$ cat src/rtl/lc3b_types.sv
// Shared LC-3b memory-system types.
// Contents: arbiter state encoding, one-hot grant record, line geometry constants.
package lc3b_types;

   localparam int unsigned LINE_OFFSET_BITS = 4;
   localparam int unsigned LINE_ADDR_BITS   = 12;
   localparam int unsigned LINE_DATA_BITS   = 128;

   typedef enum logic [2:0] {
      IDLE,
      I_RD,
      D_RD,
      WB_WR,
      BREAK
   } arb_state_t;

   // One-hot grant from the arbiter pick logic; all-zero means no grant.
   typedef struct packed {
      logic wb;
      logic d;
      logic i;
   } arb_grant_t;

endpackage

$ cat src/rtl/arb_pick.sv
// Combinational grant selection for the memory arbiter.
// Ports: i_read/d_read/wb_req (requests), i_addr/d_addr/wb_addr (line addresses),
//        rr_ptr (0 = I-cache preferred), starve_cnt (reads granted past a waiting EWB),
//        grant (one-hot winner, zero when nobody requests).
module arb_pick
   import lc3b_types::*;
#(
   parameter int unsigned STARVE_LIMIT = 8
) (
   input  logic                      i_read,
   input  logic                      d_read,
   input  logic                      wb_req,
   input  logic [LINE_ADDR_BITS-1:0] i_addr,
   input  logic [LINE_ADDR_BITS-1:0] d_addr,
   input  logic [LINE_ADDR_BITS-1:0] wb_addr,
   input  logic                      rr_ptr,
   input  logic [3:0]                starve_cnt,
   output arb_grant_t                grant
);

   localparam logic [3:0] LIMIT = 4'(STARVE_LIMIT);

   logic hazard;

   // A pending write to a line being read must land first, or the read returns stale data.
   assign hazard = wb_req && ((d_read && (d_addr == wb_addr)) ||
                              (i_read && (i_addr == wb_addr)));

   always_comb begin
      grant = '0;
      if (hazard) begin
         grant.wb = 1'b1;
      end else if (wb_req && (starve_cnt >= LIMIT)) begin
         grant.wb = 1'b1;
      end else if (i_read && d_read) begin
         if (!rr_ptr) grant.i = 1'b1;
         else         grant.d = 1'b1;
      end else if (i_read) begin
         grant.i = 1'b1;
      end else if (d_read) begin
         grant.d = 1'b1;
      end else if (wb_req) begin
         grant.wb = 1'b1;
      end
   end

endmodule

$ cat src/rtl/register.sv
// Generic load-enabled register with asynchronous active-low clear.
// Ports: clk, rst_n (async, active-low), load (capture enable),
//        in (next value), out (held value, 0 after reset).
module register #(
   parameter int unsigned WIDTH = 16
) (
   input  logic             clk,
   input  logic             rst_n,
   input  logic             load,
   input  logic [WIDTH-1:0] in,
   output logic [WIDTH-1:0] out
);

   always_ff @(posedge clk or negedge rst_n) begin
      if (!rst_n) begin
         out <= '0;
      end else if (load) begin
         out <= in;
      end
   end

endmodule

$ cat src/rtl/mem_arbiter.sv
// Physical-memory port arbiter between I-cache fills, D-cache fills and EWB drain.
// Ports: clk, rst_n (async, active-low);
//        i_read/i_addr -> i_rdata/i_resp   I-cache line read;
//        d_read/d_addr -> d_rdata/d_resp   D-cache line read;
//        wb_req/wb_addr/wb_wdata -> wb_ack EWB line write;
//        pmem_read/pmem_write/pmem_address/pmem_wdata, pmem_rdata/pmem_resp to memory.
module mem_arbiter
   import lc3b_types::*;
#(
   parameter int unsigned STARVE_LIMIT = 8
) (
   input  logic          clk,
   input  logic          rst_n,
   input  logic          i_read,
   input  logic [11:0]   i_addr,
   output logic [127:0]  i_rdata,
   output logic          i_resp,
   input  logic          d_read,
   input  logic [11:0]   d_addr,
   output logic [127:0]  d_rdata,
   output logic          d_resp,
   input  logic          wb_req,
   input  logic [11:0]   wb_addr,
   input  logic [127:0]  wb_wdata,
   output logic          wb_ack,
   output logic          pmem_read,
   output logic          pmem_write,
   output logic [15:0]   pmem_address,
   output logic [127:0]  pmem_wdata,
   input  logic [127:0]  pmem_rdata,
   input  logic          pmem_resp
);

   arb_state_t                state, state_next;
   logic                      rr_ptr;
   logic [3:0]                starve_cnt;
   arb_grant_t                grant;
   logic                      in_idle;
   logic [LINE_ADDR_BITS-1:0] addr_sel;
   logic [LINE_ADDR_BITS-1:0] addr_q;
   logic [LINE_DATA_BITS-1:0] wdata_q;

   assign in_idle  = (state == IDLE);
   assign addr_sel = grant.wb ? wb_addr : (grant.d ? d_addr : i_addr);

   arb_pick #(
      .STARVE_LIMIT (STARVE_LIMIT)
   ) u_pick (
      .i_read     (i_read),
      .d_read     (d_read),
      .wb_req     (wb_req),
      .i_addr     (i_addr),
      .d_addr     (d_addr),
      .wb_addr    (wb_addr),
      .rr_ptr     (rr_ptr),
      .starve_cnt (starve_cnt),
      .grant      (grant)
   );

   register #(
      .WIDTH (LINE_ADDR_BITS)
   ) u_addr_q (
      .clk   (clk),
      .rst_n (rst_n),
      .load  (in_idle && (grant != '0)),
      .in    (addr_sel),
      .out   (addr_q)
   );

   register #(
      .WIDTH (LINE_DATA_BITS)
   ) u_wdata_q (
      .clk   (clk),
      .rst_n (rst_n),
      .load  (in_idle && grant.wb),
      .in    (wb_wdata),
      .out   (wdata_q)
   );

   always_ff @(posedge clk or negedge rst_n) begin
      if (!rst_n) begin
         state      <= IDLE;
         rr_ptr     <= 1'b0;
         starve_cnt <= '0;
      end else begin
         state <= state_next;
         if (pmem_resp && (state == I_RD)) rr_ptr <= 1'b1;
         if (pmem_resp && (state == D_RD)) rr_ptr <= 1'b0;
         if (in_idle) begin
            if (!wb_req || grant.wb) begin
               starve_cnt <= '0;
            end else if ((grant.i || grant.d) && (starve_cnt != 4'hF)) begin
               starve_cnt <= starve_cnt + 4'd1;
            end
         end
      end
   end

   // Address and write data come straight from the latched registers, so they
   // hold their last value outside a transfer and read 0 after reset.
   assign pmem_address = {addr_q, {LINE_OFFSET_BITS{1'b0}}};
   assign pmem_wdata   = wdata_q;

   always_comb begin
      state_next = state;
      pmem_read  = 1'b0;
      pmem_write = 1'b0;
      i_resp     = 1'b0;
      d_resp     = 1'b0;
      wb_ack     = 1'b0;
      i_rdata    = '0;
      d_rdata    = '0;
      case (state)
         IDLE: begin
            if (grant.wb)     state_next = WB_WR;
            else if (grant.i) state_next = I_RD;
            else if (grant.d) state_next = D_RD;
         end
         I_RD: begin
            pmem_read = 1'b1;
            if (pmem_resp) begin
               i_resp     = 1'b1;
               i_rdata    = pmem_rdata;
               state_next = BREAK;
            end
         end
         D_RD: begin
            pmem_read = 1'b1;
            if (pmem_resp) begin
               d_resp     = 1'b1;
               d_rdata    = pmem_rdata;
               state_next = BREAK;
            end
         end
         WB_WR: begin
            pmem_write = 1'b1;
            if (pmem_resp) begin
               wb_ack     = 1'b1;
               state_next = BREAK;
            end
         end
         BREAK:   state_next = IDLE;
         default: state_next = IDLE;
      endcase
   end

endmodule
$ cat config.mk
export PLATFORM = sky130hd
export DESIGN_NAME = mem_arbiter
export DESIGN_NICKNAME = d
export VERILOG_FILES = /design/src/rtl/lc3b_types.sv /design/src/rtl/arb_pick.sv /design/src/rtl/register.sv /design/src/rtl/mem_arbiter.sv
export SDC_FILE = /design/constraint.sdc
export NUM_CORES = 1
export LEC_CHECK = 0
export CAP_MARGIN = 20
export CORE_AREA = 4 4 275 277
export DETAILED_ROUTE_END_ITERATION = 6
export DIE_AREA = 0 0 279 281
export HOLD_SLACK_MARGIN = 0.05
export SLEW_MARGIN = 20
export SYNTH_ARGS = -nofsm -noshare
export SYNTH_HDL_FRONTEND = slang
export SYNTH_SLANG_ARGS = --single-unit
$ cat constraint.sdc
create_clock -name clk -period 2 [get_ports clk]
set_input_delay 0.2 -clock clk [delete_from_list [all_inputs] [get_ports clk]]
set_output_delay 0.2 -clock clk [all_outputs]
set_load 0.1 [all_outputs]
==> summary.txt, run 1 <==
Syn Inst Count = 717
Worst r2r src = state[2]
Hold_ws = 0.157 ns
Layout cells sized above 1 = 64.9%
DR vias/cell = 3.56
Post-route ant nets = 0
Die W = 279 um
EDFF count, synth = 0
Crit-path cells = buf_6 -> nand2b_4 -> nor2_4 -> buf_12 -> buf_12 -> clkbuf_16 -> and2_2 -> buf_12
Setup-failing EPs final = 257
Sequential fraction of the synthesis area = 43.7%
Dpl hpwl = 50.1 mm
Number of I/O pins = 703
Layout Cells excl Fill = 2,501
Tmin final = 2.26 ns
RSZ-0062 raised after global routing = true
P&R area growth vs syn = 159%
Overall Global Routing Usage = 14.5%
DRT Pass-1 Iters = 4
Most frequent cells in the layout = buf_12 (293), clkdlybuf4s50_1 (260), and2_4 (220)
Total number of yosys warnings = 0
DP Area = 19,700 um2
Dpl ws = -0.750 ns
Crit-path max FO = 16
Routed vias = 8,906
F_max = 442 MHz
P_leak = 9.73 nW
Worst reg2reg path endpoint = u_wdata_q.out[35]
Seq cells post-synth = 148
Cell area after layout = 21,900 um2
Largest net degree at the start of global routing = 51
Worst VDD drop = 0.00182 V
CP max stage delay = 0.39 ns
Skew final = 0.0171 ns
Initial antenna violation count = 33
Die Y = 281 um
Number of global-route vias before repair = 9,742
Core region area = 72,800 um2
Clock root buffer = clkbuf_16
Final Hold Fails = 0
Critical Path AT = 2.06 ns
Startpoint types = register
Most common cell after layout, fill and taps aside = buf_12
Worst-case reg-to-reg path depth = 8
# DRC = 0
Nets = 1,816
Row count = 99
Max Cap Viol = 0
Worst-path clk slew = 0.07 ns
GPL Wtd Cong = 0.876
First-pass GRT wire length = 80.2 mm
Mapped Area = 8470 um2
Die Area = 78,400 um2
Clk sinks = 148
Most frequent CP cell = buf_12
Hold Path Class = input port to register
Fill cell count = 7,343
Worst setup margin = -0.264 ns
Initial Utilization = 11.6%
Post-Route WL = 61.7 mm
CTS Buffer Depth = 2
Clock latency on the worst-skew pair = 0.43 ns
Placed instance count = 2,404
Max Slew Vio Count = 0
Num CTS Buffers = 17
Cell Pwr Density = 1660 nW/um2
Final TNS setup = -44.49 ns
Async SR Flop Fraction = 100%
Primary FF master, synth = dfrtp_1
Hold path cells = 3
H-Tree Depth = 4
WP data required = 1.80 ns
Fin util = 30.1%
Overflow after GRT = 0
TritonCTS clock tree = done
Starting DRT DRC Count = 269
R2r setup slk = 0.06 ns
Overall Power = 36.4 mW
Failing checks = setup timing
Hold path endpoint = u_addr_q.out[4]
Critical path's slowest cell = dfrtp_1
Status = finished with violations
CP Capture Type = primary output
Avg WL per Cell = 24.7 um
Hold Startpoint = wb_addr[4]
Period utilisation layout = 113%
Port Buffer Count = 698
Synth unique cells = 36
Critical path class = register to primary output
Synth Area per Inst = 11.8 um2
-- cell families after synthesis --
kind of cell / count (synthesis) / share of synthesized area (%)
and+or+nand+nor: 307 / 22.1
adders and majority gates: 2 / 0.295
xor gates and xnor gates: 24 / 2.48
muxes: 152 / 24.5
DFF: 148 / 43.7
AOI/OAI and AO/OA: 27 / 1.82
buffers and inverters: 56 / 5.10
other: 1 / 0.0443
-- what timing repair did --
action                     CTS  global route
hold buffers                 1             0
setup buffers               17            17
setup endpoints to repair  387           395
gates resized for setup    110           252
hold endpoints to repair    99             0
gates cloned                 7            13
pin swaps                   28            42
-- cells in the mapped netlist (6+ instances only) --
cell / n / area (um2)
and2_1: 257 / 1610
dfrtp_1: 148 / 3700
mux2_4: 100 / 1500
clkbuf_1: 30 / 113
xnor2_1: 24 / 210
nand2_1: 22 / 82.6
mux2_1: 20 / 225
mux2_2: 20 / 225
o21ai_0: 17 / 85.1
mux2i_1: 12 / 120
buf_12: 11 / 220
nor2_1: 6 / 22.5
-- per-layer routing --
layer,vias up,GRT usage (%),wire [um]
li1,3971,-,-
met1,4365,17.0,24200
met2,507,24.6,30000
met5,-,0,24
met3,59,5.57,5640
met4,4,4.45,1790
-- final cells by class --
class                      instances  area, um2  area share [%]
clock buffer                      18        429            1.96
sequential                       148       3700            16.9
multi-input combinational        516       5210            23.7
inverter                           5       18.8          0.0855
timing repair buffer             828      11200            51.0
tap                              959       1200            5.47
clock inverter                    14        166           0.758
antenna                           13       32.5           0.148
-- critical path: cells and delay by family (launching register included) --
family                 cells  cell delay (ns)
buffers and inverters      5             0.79
AND/OR/NAND/NOR            3             0.44
flip-flops                 1             0.39
-- state kept, by name, indices dropped and copies added (netlist names) --
register / count
starve_cnt: 4
u_addr_q.out: 12
rr_ptr: 1
u_wdata_q.out: 128
state: 3
-- where the power goes --
part	internal, mW	leakage [nW]	switching (mW)	total, mW
Combinational	8.63	7.65	19.0	27.6
Clock	1.78	0.285	1.52	3.30
Sequential	4.47	1.80	1.01	5.49
-- how the worst max path moves through the flow --
stage,start,endpoint,slack [ns]
floorplan,state[2],i_rdata[118],-0.11
global placement,wb_addr[10],u_wdata_q.out[36],-0.73
detailed placement,d_addr[10],u_wdata_q.out[36],-0.75
CTS,state[1],i_rdata[9],-0.31
global route,state[1],i_rdata[98],-0.35
finish,state[1],i_rdata[52],-0.26
Power figures use the tool's default switching activity.
==> run 2: changes to the inputs <==
Settings changed: CORE_AREA 4 4 275 277 to 4 4 269 271, DIE_AREA 0 0 279 281 to 0 0 273 275, DONT_BUFFER_PORTS from default to 1.
Clock period 2 ns to 2.09 ns, I/O delays scaled along.
==> run 2 against run 1 <==
Effect of this change: the run ends with hold timing, setup timing left; cell count decreased by 8.6%; count of clock-buffer cells in the layout is 1 higher; clock skew grew 0.0048 ns; die area decreased by 4.2%; utilization shrank 1.9 points; total power shrank 6.6%; routed wire length decreased by 12%; final area fell by 10%; critical endpoint is now i_rdata[17]; largest cell class unchanged; highest routed layer is now met4.
==> summary.txt, run 2 (same netlist as run 1, synthesis figures left out) <==
Die W = 273 um (-2.2%)
Clock latency on the worst-skew pair = 0.46 ns (+0.03 ns)
Cell Pwr Density = 1720 nW/um2 (+3.9%)
Fin util = 28.3% (-1.9 points)
P&R area growth vs syn = 133%
Number of I/O pins = 703 (unchanged)
Skew final = 0.0219 ns (+0.00481 ns)
Actual slew at the worst max-slew pin = 0.586 ns
Avg WL per Cell = 23.9 um (-3.3%)
CP Capture Type = primary output
Crit-path cells = nand2b_4 -> nor2_4 -> buf_12 -> buf_12 -> buf_16 -> and2_2 -> buf_12
TritonCTS clock tree = done
CTS Buffer Depth = 2 (unchanged)
Most frequent CP cell = buf_12
Num CTS Buffers = 17 (unchanged)
GPL Wtd Cong = 0.962 (+9.8%)
WP data required = 1.88 ns (+0.08 ns)
Critical path's slowest cell = dfrtp_1
Relative slew slack = 60.8%
Core region area = 69,800 um2 (-4.2%)
Largest Register = u_wdata_q.out
Number of flip-flops in the largest register = 128 (unchanged)
Clock root buffer = clkbuf_16
# DRC = 0 (unchanged)
Routed vias = 8,273 (-7.1%)
Dpl hpwl = 40.4 mm (-19%)
Hold_ws = -0.552 ns (-0.708 ns)
Max Cap Viol = 0 (unchanged)
Critical path class = register to primary output
Crit-path max FO = 18 (+2)
Final Hold Fails = 148 (+148)
Die Y = 275 um (-2.1%)
Setup-failing EPs final = 277 (+7.8%)
Worst-case reg-to-reg path depth = 10 (+2)
Nets = 1,621 (-11%)
F_max = 454 MHz
RSZ-0062 raised after global routing = true
Port Buffer Count = 0 (-100%)
First-pass GRT wire length = 70.8 mm (-12%)
Top flop regs = u_wdata_q.out: 128 flops, u_addr_q.out: 12 flops, starve_cnt: 4 flops
Worst VDD drop = 0.00143 V (-21%)
Post-Route WL = 54.6 mm (-12%)
Worst setup margin = -0.114 ns (+0.150 ns)
H-Tree Depth = 4 (unchanged)
Layout cells sized above 1 = 69.6% (+4.7 points)
Tmin final = 2.20 ns
Startpoint types = register
Starting DRT DRC Count = 263 (-2.2%)
Worst r2r src = state[0]
Clk sinks = 148 (unchanged)
DR vias/cell = 3.62 (+1.7%)
Row count = 97 (-2.0%)
Most frequent cells in the layout = buf_12 (271), buf_4 (166), dfrtp_1 (148)
Largest net degree at the start of global routing = 149 (+190%)
Overall Global Routing Usage = 13.2% (-1.3 points)
DRT Pass-1 Iters = 4 (unchanged)
Overflow after GRT = 0 (unchanged)
Number of global-route vias before repair = 9,292 (-4.6%)
CP max stage delay = 0.41 ns (+0.02 ns)
Max Slew Vio Count = 0 (unchanged)
Status = finished with violations
P_leak = 8.54 nW (-12%)
Die Area = 75,100 um2 (-4.2%)
Period utilisation layout = 105%
Initial Utilization = 12.1% (+0.51 points)
# hold bufs at CTS = 143 (+142)
Hold Path Class = input port to asynchronous set/reset pin
Critical Path AT = 1.99 ns (-0.07 ns)
Post-route ant nets = 0 (unchanged)
Most common cell after layout, fill and taps aside = buf_12
Failing checks = hold timing, setup timing
Worst reg2reg path endpoint = u_wdata_q.out[66]
Worst-path clk slew = 0.08 ns (about the same)
Initial antenna violation count = 20 (-39%)
R2r setup slk = -0.05 ns (-0.11 ns)
-- run 2: cell count changes in the layout (fill, tap and decap cells not counted), moves of 5 or more --
cell and change:
buf_12 -22, and2_2 +80, clkbuf_2 -5, dlymetal6s2s_1 -29, dlygate4sd3_1 +142, and2_4 -85
buf_4 -23, and2_1 +5, buf_6 -9, xnor2_2 -7, clkdlybuf4s50_1 -260, xnor2_1 +8
buf_16 +13
-- run 2: worst max-delay path by stage --
| stage | start | depth (start not counted) | endpoint |
|---|---|---|---|
| finish | state[1] | 7 | i_rdata[17] |
| global route | state[0] | 8 | i_rdata[17] |
| CTS | state[0] | 6 | d_rdata[12] |
| detailed placement | d_addr[5] | 8 | u_wdata_q.out[57] |
| global placement | d_addr[5] | 8 | u_wdata_q.out[59] |
| floorplan | state[2] | 4 | d_rdata[118] |
-- run 2: metrics by stage --
step	cells	setup slack, ns	setup TNS (ns)	power (mW)	area, um2
after floorplan	720	0.00508	0	22.6	8790
after global placement	2040	0.0371	0	28.7	16100
after detailed placement	2040	0.0167	0	28.9	16100
after CTS	2249	-0.172	-37.53	33.5	19000
after global routing	2282	-0.218	-46.22	34.9	19700
final	2285	-0.114	-13.62	34.0	19700
-- run 2: final cells by class --
cell class | instances | area [um2]
multi-input cells | 516 | 4990
repair buffers | 633 | 9220
clock buffers | 19 | 453
clock inverters | 13 | 141
inverters | 5 | 18.8
flip-flops and latches | 148 | 3700
fillers | 6977 | 50100
diodes | 11 | 27.5
well taps | 940 | 1180
-- run 2: timing repair --
action,CTS,global route
pin swaps,34,28
cloned,15,14
gates resized for setup,107,128
setup endpoints to repair,258,380
hold endpoints to repair,296,148
buffers inserted,19,15
-- run 2: power breakdown --
part | switching (mW) | internal (mW) | total, mW
Sequential | 0.953 | 4.27 | 5.22
Clock | 1.40 | 1.74 | 3.14
Combinational | 18.0 | 7.60 | 25.6
-- run 2: metal layers --
layer,wire [um],up-vias,share of wire [%],GRT usage [%]
met4,1500,0,2.8,4.62
met3,3920,78,7.2,3.89
met5,0,-,0,0
met1,18600,4116,34,13.1
li1,-,3577,-,-
met2,30600,502,56,25.9
-- run 2: worst max-delay path, delay by kind of cell (launching register included) --
family / cells / cell delay [ns]
buffers and inverters: 4 / 0.62
DFF: 1 / 0.41
and+or+nand+nor: 3 / 0.47
==> run 3: changes to the inputs <==
Settings changed: CORE_AREA 4 4 269 271 to 4 4 268 270, DIE_AREA 0 0 273 275 to 0 0 272 274, REMOVE_ABC_BUFFERS from default to 1.
==> run 3 against run 2 <==
Effect of this change: the run still ends with hold timing, setup timing left; global-route usage rose by 0.26 points; critical path depth did not move; utilization rose by 0.44 points; sequential power fell by 4.6%; combinational power rose by 2%; critical path type unchanged; critical endpoint is now i_rdata[81]; largest power group unchanged; highest routed layer is now met5.
==> summary.txt, run 3 (same netlist as run 1, synthesis figures left out) <==
Status = finished with violations
Failing checks = hold timing, setup timing
Cell Pwr Density = 1720 nW/um2 (-0.15%)
Max Slew Vio Count = 0 (unchanged)
DRT Pass-1 Iters = 4 (unchanged)
Die Y = 274 um (-0.36%)
Critical path class = register to primary output
Overflow after GRT = 0 (unchanged)
Period utilisation layout = 105% (about the same)
Max Cap Viol = 0 (unchanged)
Worst reg2reg path endpoint = u_wdata_q.out[85]
Placed instance count = 2,056 (+0.78%)
WP data required = 1.88 ns (about the same)
Fill cell count = 6,900 (-1.1%)
# hold bufs at CTS = 146 (+2.1%)
Worst-case reg-to-reg path depth = 9 (-1)
CP max stage delay = 0.39 ns (-0.02 ns)
# DRC = 0 (unchanged)
Starting DRT DRC Count = 345 (+31%)
P_leak = 8.65 nW (+1.2%)
Final Hold Fails = 148 (unchanged)
Worst-path clk slew = 0.06 ns (-0.02 ns)
First-pass GRT wire length = 70.4 mm (-0.61%)
Number of global-route vias before repair = 8,648 (-6.9%)
RSZ-0062 raised after global routing = true
Dpl hpwl = 40.9 mm (+1.2%)
Initial Utilization = 12.2% (+0.042 points)
Hold Path Class = input port to asynchronous set/reset pin
Most frequent cells in the layout = buf_12 (281), and2_4 (256), buf_4 (172)
Seq. cell area = 3710 um2 (about the same)
WP buf/inv = 4 (unchanged)
Area of the multi-input gates = 5050 um2 (+1.2%)
Avg WL per Cell = 24.5 um (+2.6%)
Worst r2r src = state[2]
Startpoint types = register
Tmin final = 2.20 ns (+0.000951 ns)
Layout cells sized above 1 = 68.7% (-0.97 points)
Row count = 97 (unchanged)
Die Area = 74,500 um2 (-0.73%)
Crit-path cells = nand2b_4 -> nor2_4 -> buf_12 -> buf_16 -> clkbuf_16 -> and2_4 -> buf_12
Number of I/O pins = 703 (unchanged)
Most frequent CP cell = buf_12
Number of flip-flops in the largest register = 128 (unchanged)
Critical Path AT = 2.00 ns (about the same)
CP Capture Type = primary output
Final TNS setup = -13.14 ns (+0.472 ns)
Largest net degree at the start of global routing = 149 (unchanged)
DR vias/cell = 3.52 (-2.7%)
Critical path's slowest cell = dfrtp_1
P&R area growth vs syn = 136%
R2r setup slk = 0.06 ns (+0.11 ns)
Overall Power = 34.4 mW (+1.0%)
Initial antenna violation count = 10 (-50%)
Largest Register = u_wdata_q.out
Skew final = 0.0121 ns (-0.00980 ns)
Clock latency on the worst-skew pair = 0.44 ns (-0.02 ns)
Routed vias = 8,095 (-2.2%)
CP top delay family = buffers and inverters
Die W = 272 um (-0.37%)
Hold_ws = -0.538 ns (+0.0136 ns)
Crit-path max FO = 7 (-11)
Setup-failing EPs final = 207 (-25%)
Worst Setup SP = state[2]
GPL Wtd Cong = 0.916 (-4.8%)
Num CTS Buffers = 17 (unchanged)
Nets = 1,634 (+0.80%)
Post-Route WL = 56.2 mm (+3.1%)
Worst VDD drop = 0.00129 V (-10%)
Core region area = 69,500 um2 (-0.35%)
DP Area = 15,900 um2 (-1.2%)
Worst setup margin = -0.115 ns (-0.000951 ns)
F_max = 454 MHz (about the same)
CTS Buffer Depth = 2 (unchanged)
Most common cell after layout, fill and taps aside = buf_12
Cell area after layout = 20,000 um2 (+1.2%)
Top flop regs = u_wdata_q.out: 128 flops, u_addr_q.out: 12 flops, starve_cnt: 4 flops
Layout Cells excl Fill = 2,297 (+0.53%)
Post-route ant nets = 0 (unchanged)
Port Buffer Count = 0 (unchanged)
Clock root buffer = clkbuf_16
Clk sinks = 148 (unchanged)
H-Tree Depth = 4 (unchanged)
TritonCTS clock tree = done
Overall Global Routing Usage = 13.4% (+0.26 points)
run 3: changes by cell type in the layout (fill, tap and decap cells not counted), sizes merged:
cell / delta
clkinv: +2
diode: -1
dlygate4sd3: +3
inv: -4
buf: +6
bufbuf: -1
clkinvlp: -2
bufinv: +1
clkbuf: +8
run 3: worst reg2reg max path, delay by kind of cell (launching register included):
kind / cells / cell delay [ns]
flip-flops: 1 / 0.39
multiplexers: 1 / 0.30
buffers and inverters: 5 / 0.79
AND/OR/NAND/NOR: 3 / 0.44
run 3: routing by layer:
metal / global-route usage [%] / wire [um] / vias up
li1: - / - / 3593
met1: 15.0 / 20900 / 3960
met2: 21.9 / 27300 / 460
met3: 6.95 / 6390 / 74
met4: 4.91 / 1620 / 8
met5: 0 / 48 / -
run 3: layout make-up:
type	instances	share of cell area, %
Timing Repair Buffer	646	47.0
Multi-Input combinational cell	516	25.3
Sequential cell	148	18.6
Tap cell	940	5.89
Clock buffer	22	2.43
Clock inverter	10	0.608
Antenna cell	10	0.125
Inverter	5	0.0940
run 3: repair_timing:
action                                  CTS  global route
gates resized for setup                 232           112
buffers inserted                         18            10
gates cloned                             16            18
pin swaps                                34           116
endpoints found under the setup margin  258           384
endpoints found under the hold margin   296           148
run 3: worst max path at each step:
stage / to / cells after the start
after global routing: d_rdata[113] / 8
after global placement: u_wdata_q.out[37] / 8
after CTS: i_rdata[125] / 7
after detailed placement: u_wdata_q.out[48] / 8
final: i_rdata[81] / 7
after floorplan: i_rdata[0] / 3
run 3: stage by stage:
stage	setup slack, ns	utilization, %
floorplan	-3.50	-
global placement	-0.0192	22.9
detailed placement	-0.0434	22.9
CTS	-0.160	27.7
global route	-0.198	28.7
finish	-0.115	28.7
run 3: power by group:
group          internal [mW]  leakage (nW)  switching (mW)
clock network           1.89         0.297            1.27
logic                   7.77          6.56            18.4
registers               4.27          1.79           0.710
